--- config.mk ---
export PLATFORM = sky130hd
export DESIGN_NAME = mdu_iterative
export DESIGN_NICKNAME = d
export VERILOG_FILES = /design/src/rtl/mdu_iterative.sv
export SDC_FILE = /design/constraint.sdc
export NUM_CORES = 1
export LEC_CHECK = 0
export ABC_CLOCK_PERIOD_IN_PS = 7600
export CORE_AREA = 4 4 200 202
export DETAILED_ROUTE_END_ITERATION = 8
export DIE_AREA = 0 0 204 206
export GPL_TIMING_DRIVEN = 0
export SYNTH_ARGS = -nofsm -noshare
export SYNTH_HDL_FRONTEND = slang
export SYNTH_SLANG_ARGS = --single-unit
--- constraint.sdc ---
create_clock -name clk -period 7.6 [get_ports clk]
set_clock_uncertainty 0.15 [all_clocks]
set_input_delay 1.9 -clock clk [delete_from_list [all_inputs] [get_ports clk]]
set_output_delay 1.9 -clock clk [all_outputs]
set_load 0.005 [all_outputs]
--- src/rtl/mdu_iterative.sv ---
// mdu_iterative: RV32M multiply/divide unit. Shift-add multiply and restoring divide share one 2n-bit register.
// Optional macro MDU_EARLY_OUT_EN: trivial cases (divide by zero, signed overflow, zero multiply operand) finish in two cycles.
// Revision: 1.0
`default_nettype none

module mdu_iterative #(
  parameter int n = 32
) (
  input  logic         clk,
  input  logic         rst,
  input  logic         start,
  input  logic [2:0]   funct3,
  input  logic [n-1:0] rs1_data,
  input  logic [n-1:0] rs2_data,
  input  logic [4:0]   rd_in,
  input  logic         flush,
  output logic         busy,
  output logic         done,
  output logic         wr_en,
  output logic [4:0]   rd_out,
  output logic [n-1:0] result
);

  localparam int CW = $clog2(n);

  typedef enum logic [1:0] {
    S_IDLE = 2'd0,
    S_CALC = 2'd1,
    S_DONE = 2'd2
  } state_t;

  state_t           state_q, state_d;
  logic [CW-1:0]    cnt_q, cnt_d;
  logic [2:0]       op_q, op_d;
  logic [4:0]       rd_q, rd_d;
  logic             neg_q, neg_d;
  logic [n-1:0]     opnd_q, opnd_d;
  logic [2*n-1:0]   work_q, work_d;
  logic [n-1:0]     res_q, res_d;
`ifdef MDU_EARLY_OUT_EN
  logic             early_q, early_d;
  logic             div_zero, sgn_ovf, mul_zero;
`endif

  logic             a_signed, b_signed, sign_a, sign_b, accept;
  logic [n-1:0]     mag_a, mag_b, div_sel, final_res;
  logic [n:0]       mul_sum, div_trial;
  logic [2*n-1:0]   step, prod;

  always_comb begin
    state_d = state_q;
    cnt_d   = cnt_q;
    op_d    = op_q;
    rd_d    = rd_q;
    neg_d   = neg_q;
    opnd_d  = opnd_q;
    work_d  = work_q;
    res_d   = res_q;
`ifdef MDU_EARLY_OUT_EN
    early_d = early_q;
`endif

    busy  = (state_q == S_CALC);
    done  = (state_q == S_DONE) && !flush;
    wr_en = done && (rd_q != 5'd0);

    a_signed = (funct3 == 3'b001) || (funct3 == 3'b010) || (funct3 == 3'b100) || (funct3 == 3'b110);
    b_signed = (funct3 == 3'b001) || (funct3 == 3'b100) || (funct3 == 3'b110);
    sign_a   = a_signed && rs1_data[n-1];
    sign_b   = b_signed && rs2_data[n-1];
    mag_a    = sign_a ? -rs1_data : rs1_data;
    mag_b    = sign_b ? -rs2_data : rs2_data;

    // Multiply: {acc, multiplier} shifts right; divide: {rem, quotient} shifts left.
    mul_sum   = {1'b0, work_q[2*n-1:n]} + (work_q[0] ? {1'b0, opnd_q} : {(n+1){1'b0}});
    div_trial = work_q[2*n-1:n-1] - {1'b0, opnd_q};
    if (op_q[2]) begin
      step = div_trial[n] ? {work_q[2*n-2:0], 1'b0}
                          : {div_trial[n-1:0], work_q[n-2:0], 1'b1};
    end else begin
      step = {mul_sum, work_q[n-1:1]};
    end

    prod    = neg_q ? -step : step;
    div_sel = op_q[1] ? step[2*n-1:n] : step[n-1:0];
    if (op_q[2]) begin
      final_res = neg_q ? -div_sel : div_sel;
    end else begin
      final_res = (op_q[1:0] == 2'b00) ? prod[n-1:0] : prod[2*n-1:n];
    end
`ifdef MDU_EARLY_OUT_EN
    if (early_q) begin
      final_res = work_q[n-1:0];
    end
    div_zero = funct3[2] && (rs2_data == '0);
    sgn_ovf  = funct3[2] && !funct3[0] && (rs1_data == {1'b1, {(n-1){1'b0}}}) && (rs2_data == '1);
    mul_zero = !funct3[2] && ((rs1_data == '0) || (rs2_data == '0));
`endif

    accept = start && ((state_q == S_IDLE) || ((state_q == S_DONE) && !flush));

    case (state_q)
      S_CALC: begin
        if (flush) begin
          state_d = S_IDLE;
        end else begin
          work_d = step;
          if (cnt_q == '0) begin
            state_d = S_DONE;
            res_d   = final_res;
          end else begin
            cnt_d = cnt_q - CW'(1);
          end
        end
      end
      default: begin
        if (accept) begin
          state_d = S_CALC;
          op_d    = funct3;
          rd_d    = rd_in;
          cnt_d   = CW'(n-1);
          if (funct3[2]) begin
            opnd_d = mag_b;
            work_d = {{n{1'b0}}, mag_a};
            // A zero divisor must yield an all-ones quotient regardless of operand signs.
            neg_d  = funct3[1] ? sign_a : ((sign_a ^ sign_b) && (rs2_data != '0));
          end else begin
            opnd_d = mag_a;
            work_d = {{n{1'b0}}, mag_b};
            neg_d  = sign_a ^ sign_b;
          end
`ifdef MDU_EARLY_OUT_EN
          early_d = div_zero || sgn_ovf || mul_zero;
          if (div_zero || sgn_ovf || mul_zero) begin
            cnt_d = '0;
            neg_d = 1'b0;
            if (div_zero) begin
              work_d = {{n{1'b0}}, (funct3[1] ? rs1_data : {n{1'b1}})};
            end else if (sgn_ovf) begin
              work_d = {{n{1'b0}}, (funct3[1] ? {n{1'b0}} : rs1_data)};
            end else begin
              work_d = '0;
            end
          end
`endif
        end else begin
          state_d = S_IDLE;
        end
      end
    endcase
  end

  always_ff @(posedge clk or negedge rst) begin
    if (!rst) begin
      state_q <= S_IDLE;
      cnt_q   <= '0;
      op_q    <= '0;
      rd_q    <= '0;
      neg_q   <= 1'b0;
      opnd_q  <= '0;
      work_q  <= '0;
      res_q   <= '0;
`ifdef MDU_EARLY_OUT_EN
      early_q <= 1'b0;
`endif
    end else begin
      state_q <= state_d;
      cnt_q   <= cnt_d;
      op_q    <= op_d;
      rd_q    <= rd_d;
      neg_q   <= neg_d;
      opnd_q  <= opnd_d;
      work_q  <= work_d;
      res_q   <= res_d;
`ifdef MDU_EARLY_OUT_EN
      early_q <= early_d;
`endif
    end
  end

  assign rd_out = rd_q;
  assign result = res_q;

endmodule

`default_nettype wire

# --- Word level (Yosys, flattened, before mapping) ---
# Cells that the tools add are included.
op_classes:
  n_addsub: 7
  div_mod_pow: 0
  shifts: 0
  n_bitwise: 3
  n_mux: 25
  mul: 0
  order_cmp: 0
  reduce_logical: 23
  n_eq_ne: 9
op_table:
  columns: ["op", "count"]
  rows:
  - ["$mux 64", 6]
  - ["$mux 32", 9]
  - ["$neg 32->32", 3]
  - ["$neg 64->64", 1]
  - ["$add 32x32->33", 1]
  - ["$sub 33x32->33", 1]
  - ["$reduce_bool 32->1", 1]
  - ["$mux 5", 4]
  - ["$eq 3x3->1 const B", 2]
  - ["$logic_and 1x1->1", 6]
  - ["$logic_or 1x1->1", 6]
  - ["$mux 2", 3]
  - ["$reduce_and 3->1", 2]
  - ["$logic_not 5->1", 1]
  - ["$reduce_bool 5->1", 1]
  - ["$sub 5x1->5 const B", 1]
  - ["$logic_not 2->1", 2]
  - ["$ne 2x2->1 const B", 2]
  - ["$reduce_and 2->1", 2]
  - ["$eq 3x1->1 const B", 1]
  - ["$eq 3x2->1 const B", 1]
  - ["$mux 1", 3]
  - ["$ne 3x2->1 const B", 1]
  - ["$eq 2x1->1 const B", 1]
  - ["other kinds (5)", 6]
totals:
  in_bits: 76
  output_inout_bits: 40
  register_bits: 144
  mem_count: 0
  latch_bits: 0
  word_cells: 75
  mem_bits_rw: 0
  romBits: 0

# --- Depth between registers and ports, before layout ---
logic_depth:
  ltp_word: 9
  mapped_depth: 27
  depth_no_buf: 22

# --- Least setup slack after synthesis ---
# OpenSTA, ideal clock, no wires.
synth_timing:
  kind: "flip-flop to flip-flop"
  from: "reg work_q[31]"
  to: "reg res_q[28] (netlist: result[28])"
  setup_slack_ps: 1255
  synth_period_minus_slack_ps: 6345
  arrival_ps: 6066
  setup_ps: 129
  t_required_ps: 7321
  path_buffers: 5
  path_stages_with_launch: 28
  cell_sequence: "dfrtp_1 -> inv_1 -> ha_1 -> inv_1 -> fa_1 -> a211oi_1 -> o211ai_1 -> a22o_1 -> o2111ai_2 -> a211oi_2 -> buf_6 -> buf_6 -> buf_2 -> a21oi_1 -> ha_1 -> o21ai_0 -> nor4_1 -> nand4_1 -> or2_2 -> clkbuf_1 -> or4_1 -> nor4_1 -> nand2b_1 -> clkbuf_1 -> o31ai_2 -> xnor2_1 -> a221oi_1 -> a21oi_1"
synth_via:
  elab_chain_len: 7
  word_cells_on_any_way: 10
  classes_between: "add/sub: 3; mux: 7"
synth_rtl:
  columns: ["element", "line", "source"]
  rows:
  - ["from (decl)", "38", "logic [2*n-1:0] work_q, work_d;"]
  - ["from (signal assigned)", "173", "work_q <= work_d;"]
  - ["$sub 33x32->33", "76", "div_trial = work_q[2*n-1:n-1] - {1'b0, opnd_q};"]
  - ["$mux 64", "78", "step = div_trial[n] ? {work_q[2*n-2:0], 1'b0}"]
  - ["$mux 64 *", "77", "if (op_q[2]) begin"]
  - ["$neg 64->64 or $mux 32 (tied branches)", "84, 85", null]
  - ["$mux 64 or $neg 32->32 (tied branches)", "84, 87", null]
  - ["$mux 32 (on tied branches)", "89, 87", null]
  - ["$mux 32 *", "86", "if (op_q[2]) begin"]
  - ["to (signal assigned)", "174", "res_q <= res_d;"]
  - ["to (decl)", "39", "logic [n-1:0] res_q, res_d;"]
# Every way passes the cells marked *; elsewhere a longest branch is shown, timed or not.
# A chain may end at the register's enable or synchronous reset.

# --- Worst setup path in the final report ---
layout_timing:
  from: "reg op_q[2]"
  to: "reg res_q[8] (netlist: result[8])"
layout_via:
  elab_chain_len: 5
  word_cells_on_any_way: 8
  classes_between: "add/sub: 2; mux: 6"
layout_rtl:
  columns: ["element", "line", "source"]
  rows:
  - ["from (decl)", "34", "logic [2:0] op_q, op_d;"]
  - ["from (signal assigned)", "169", "op_q <= op_d;"]
  - ["$mux 64", "77", null]
  - ["$neg 64->64 or $mux 32 (tied branches)", "84, 85", null]
  - ["$mux 64 or $neg 32->32 (tied branches)", "84, 87", null]
  - ["$mux 32 (on tied branches)", "89, 87", null]
  - ["$mux 32 *", "86", null]
# Marks and branches as above.

==> impl_metrics.csv <==
group,metric,value,unit
floorplan,pin_count,116,
setup_path,cp.arrival,7.75,ns
sta,hold_ws,0.3368,ns
job,cap_violations,0,
status,status,"finished clean",
floorplan,core_area,38290,um^2
layout,fill_cells,3893,
synthesis,ys_seq_area_share,21.17,%
synthesis,synth_cells,2363,
power_and_ir_drop,leakagePower,7.739,nW
sta,fmax,132.3,MHz
synthesis,synthArstFlopShare,100.0,%
place,place.gp.congestion,1.085,
power_and_ir_drop,power.total,8.453,mW
routing,antenna_left,0,
setup_path,start_kind,"flop",
clock_network,root_buffer,"clkbuf_16",
clock_network,numCtsBuffers,17,
synthesis,synth-main-ff-cell,"dfrtp_1",
sta,period_needed,7.557,ns
clock_network,path_clk_slew,0.07,ns
setup_path,critPathKind,"flop to flop",
routing,topRoutingLayerUsed,"met5",
grt,antenna_found_initial,6,
floorplan,num_rows,72,
synthesis,syn_area_per_cell,7.205,um^2
routing,vias_per_cell,6.640,
clock_network,clock_sinks,144,
sta,tightest_slew,1.379,ns
synthesis,syn_nets,2511,
clock_network,cts_tree,"built",
sta,setup-violations-final,0,
place,dp_hpwl,69.61,mm
place,post-place-ws,-1.695,ns
grt,grt_max_degree,88,
power_and_ir_drop,ir_worst_vdd,0.0002289,V
synthesis,ys_seq_elements,144,
place,io_buffers,115,
clock_network,clk_latency,0.48,ns
routing,drt_pass1_iterations,6,
routing,wl_met1,34.27,mm
setup_path,cp-end-kind,"flop",
routing,drt_wl_total,85.70,mm
place,placed_area,18860,um^2
setup_path,cp_max_fo,10,
sta,layout_setup_ws,0.04310,ns
grt,grt_pass1_wl,123.6,mm
floorplan,initial_utilization,44.47,%
sta,slew_viol_final,0,
grt,grt_pass1_vias,19460,
sta,rsz0062_at_grt,"true",
floorplan,die_w,204,um
grt,grt.overflow.total,0,
synthesis,ys_warn_count,0,
routing,dr_total_vias,20150,
synthesis,syn_area,17030,um^2
layout,final_area,19550,um^2
layout,nNetsFinal,2650,
routing,wl_per_cell,28.24,um
sta,hold_viol,0,
clock_network,htree_num_levels,4,
floorplan,dieArea,42020,um^2
power_and_ir_drop,powerDensity,432.4,nW/um^2
layout,syn_to_final_growth,14.83,%
sta,fin_crit_sh,99.43,%
grt,grt_usage,39.48,%
floorplan,fp.dieH,206,um
synthesis,synth_cell_types,101,
hold_path,hp-class,"flop to flop",
routing,drt_iter0_drc,2485,
routing,met2_length,36.44,mm
routing,post-route-drc-count,0,
sta,slew_headroom,7.466,%
synthesis,synth_edf_count,0,
layout,drive_gt1_share,5.368,%
setup_path,crit_required,7.79,ns
routing,wl_met3,9.214,mm
clock_network,cts_buffer_depth,2,
-- area by class of cell --
cell class                 count  area (um^2)  share of cell area, %
multi-input combinational   1992        12580                  64.34
sequential                   144         3603                  18.43
timing repair buffer         122         1222                  6.253
tap                          518        648.1                  3.315
buffer                       143        605.6                  3.098
clock buffer                  21        470.5                  2.406
inverter                      82        311.5                  1.594
clock inverter                11        105.1                 0.5376
antenna                        2        5.005                0.02560
-- cells by family (layout without fill, tap and decap cells) --
| group | after synthesis | in the layout | synth area share [%] |
|---|---|---|---|
| and+or+nand+nor | 882 | 882 | 24.45 |
| xor gates and xnor gates | 161 | 161 | 8.282 |
| DFF | 144 | 144 | 21.17 |
| muxes | 84 | 84 | 5.166 |
| AOI/OAI and AO/OA | 793 | 793 | 30.15 |
| other | 0 | 2 | 0 |
| adders and majority gates | 72 | 72 | 5.380 |
| buffers and inverters | 227 | 379 | 5.409 |
-- Yosys cell counts, types with 6 or more instances --
library cell  count  area share (%)
and3_1           16            0.59
a22o_1           16            0.82
a21oi_1         218             6.4
clkbuf_1        103             2.3
o22ai_1           7            0.26
nand4b_1          6            0.31
a22oi_1           8            0.35
dfrtp_1         144              21
a21o_1           23             1.0
o21bai_1          9            0.40
o21ai_0         212             6.2
nor3_1           67             2.0
or3_1            28             1.0
a211oi_1         36             1.6
nand2b_1         14            0.51
nor2_1          233             5.1
nor4_1           21            0.77
a31oi_1          25            0.92
and2_1           51             1.9
ha_1             70             5.1
o211ai_1         36             1.6
o41ai_1           7            0.36
buf_1            16            0.35
a2111oi_0        13            0.67
inv_1            80             1.8
nand3b_1          7            0.31
o31ai_1          41             1.8
a311oi_1         11            0.57
or4_1             9            0.40
nand3_1          53             1.6
or2_2            13            0.48
nor2b_1          11            0.40
xor2_1           70             3.6
mux2_2           20             1.3
buf_2            17            0.50
a21boi_0         11            0.49
o2111ai_1         6            0.31
a211o_1           8            0.41
o21a_1           21            0.93
mux2i_1          62             3.6
nand2_1         306             6.7
xnor2_1          91             4.7
nand4_1          15            0.55
a221oi_1         12            0.62
-- sequential cells by signal, indices dropped and copies added (netlist names) --
| register | cells |
|---|---|
| result | 32 |
| opnd_q | 32 |
| state_q | 2 |
| work_q | 64 |
| rd_out | 5 |
| cnt_q | 5 |
| neg_q | 1 |
| op_q | 3 |
-- per-stage QoR --
step	TNS (ns)	utilization [%]	cells
2_1_floorplan	0	-	2363
3_3_place_gp	-230.85	49.17	2996
3_5_place_dp	-13.80	49.26	2998
4_1_cts	0	50.96	3032
5_1_grt	-0.004835	51.05	3033
6_report	0	51.06	3035
-- timing repair --
item	in CTS	in global routing
setup buffers	3	1
endpoints found under the hold margin	0	0
gates cloned	0	0
endpoints found under the setup margin	15	9
hold buffers	0	0
gates resized for setup	9	5
pin swaps	2	2
-- power breakdown --
part           leakage [nW]  switching [mW]  internal, mW
Sequential             1.81           0.379         0.959
Clock                 0.272           0.389         0.477
Combinational          5.66            4.27          1.98
Total                  7.74            5.03          3.42
-- per-layer routing --
layer  up-vias  global-route usage [%]
met5         -                       0
met4         4                   22.42
met3       310                   10.31
met2      1201                   60.40
met1      9711                   50.64
li1       8927                       -
-- final timing paths --
check / cells after the start / from / endpoint / slack, ns
worst max-delay path: 14 / op_q[2] / result[8] / 0.04
worst min-delay path: 2 / result[11] / result[11] / 0.34
worst max register to register: 14 / op_q[2] / result[8] / 0.04
worst min register to register: 2 / result[11] / result[11] / 0.34
max in group asynchronous: 2 / rst / opnd_q[18] / 5.18
min in group asynchronous: 1 / rst / result[23] / 1.24
-- cell usage in the layout, fill, tap and decap left out, drive strengths merged, types with 21 or more instances in the layout --
cell | Yosys | final
a211oi | 39 | 39
dfrtp | 144 | 144
xor2 | 70 | 70
mux2i | 62 | 62
a21oi | 218 | 218
nor2 | 233 | 233
o211ai | 37 | 37
inv | 80 | 81
o21ai | 216 | 216
nor3 | 69 | 69
clkdlybuf4s50 | 0 | 114
buf | 40 | 47
a21o | 23 | 23
o21a | 21 | 21
nand2 | 306 | 306
a31oi | 25 | 25
clkbuf | 105 | 125
nor4 | 23 | 23
nand3 | 54 | 54
or3 | 28 | 28
ha | 70 | 70
xnor2 | 91 | 91
and2 | 51 | 51
o31ai | 43 | 43
mux2 | 21 | 21
-- worst max-delay path, stage by stage, from the launching register on --
cell and delay, ns:
dfrtp_1 0.50, buf_2 0.30, buf_1 0.72, buf_2 0.46
buf_2 0.36, buf_2 0.33, buf_1 0.62, buf_2 0.51
buf_1 0.70, buf_2 0.46, clkbuf_1 0.71, buf_1 0.93
nor2_1 0.12, a221oi_1 0.41, a21oi_1 0.12
Note: power is estimated with default switching activity, not from simulation.
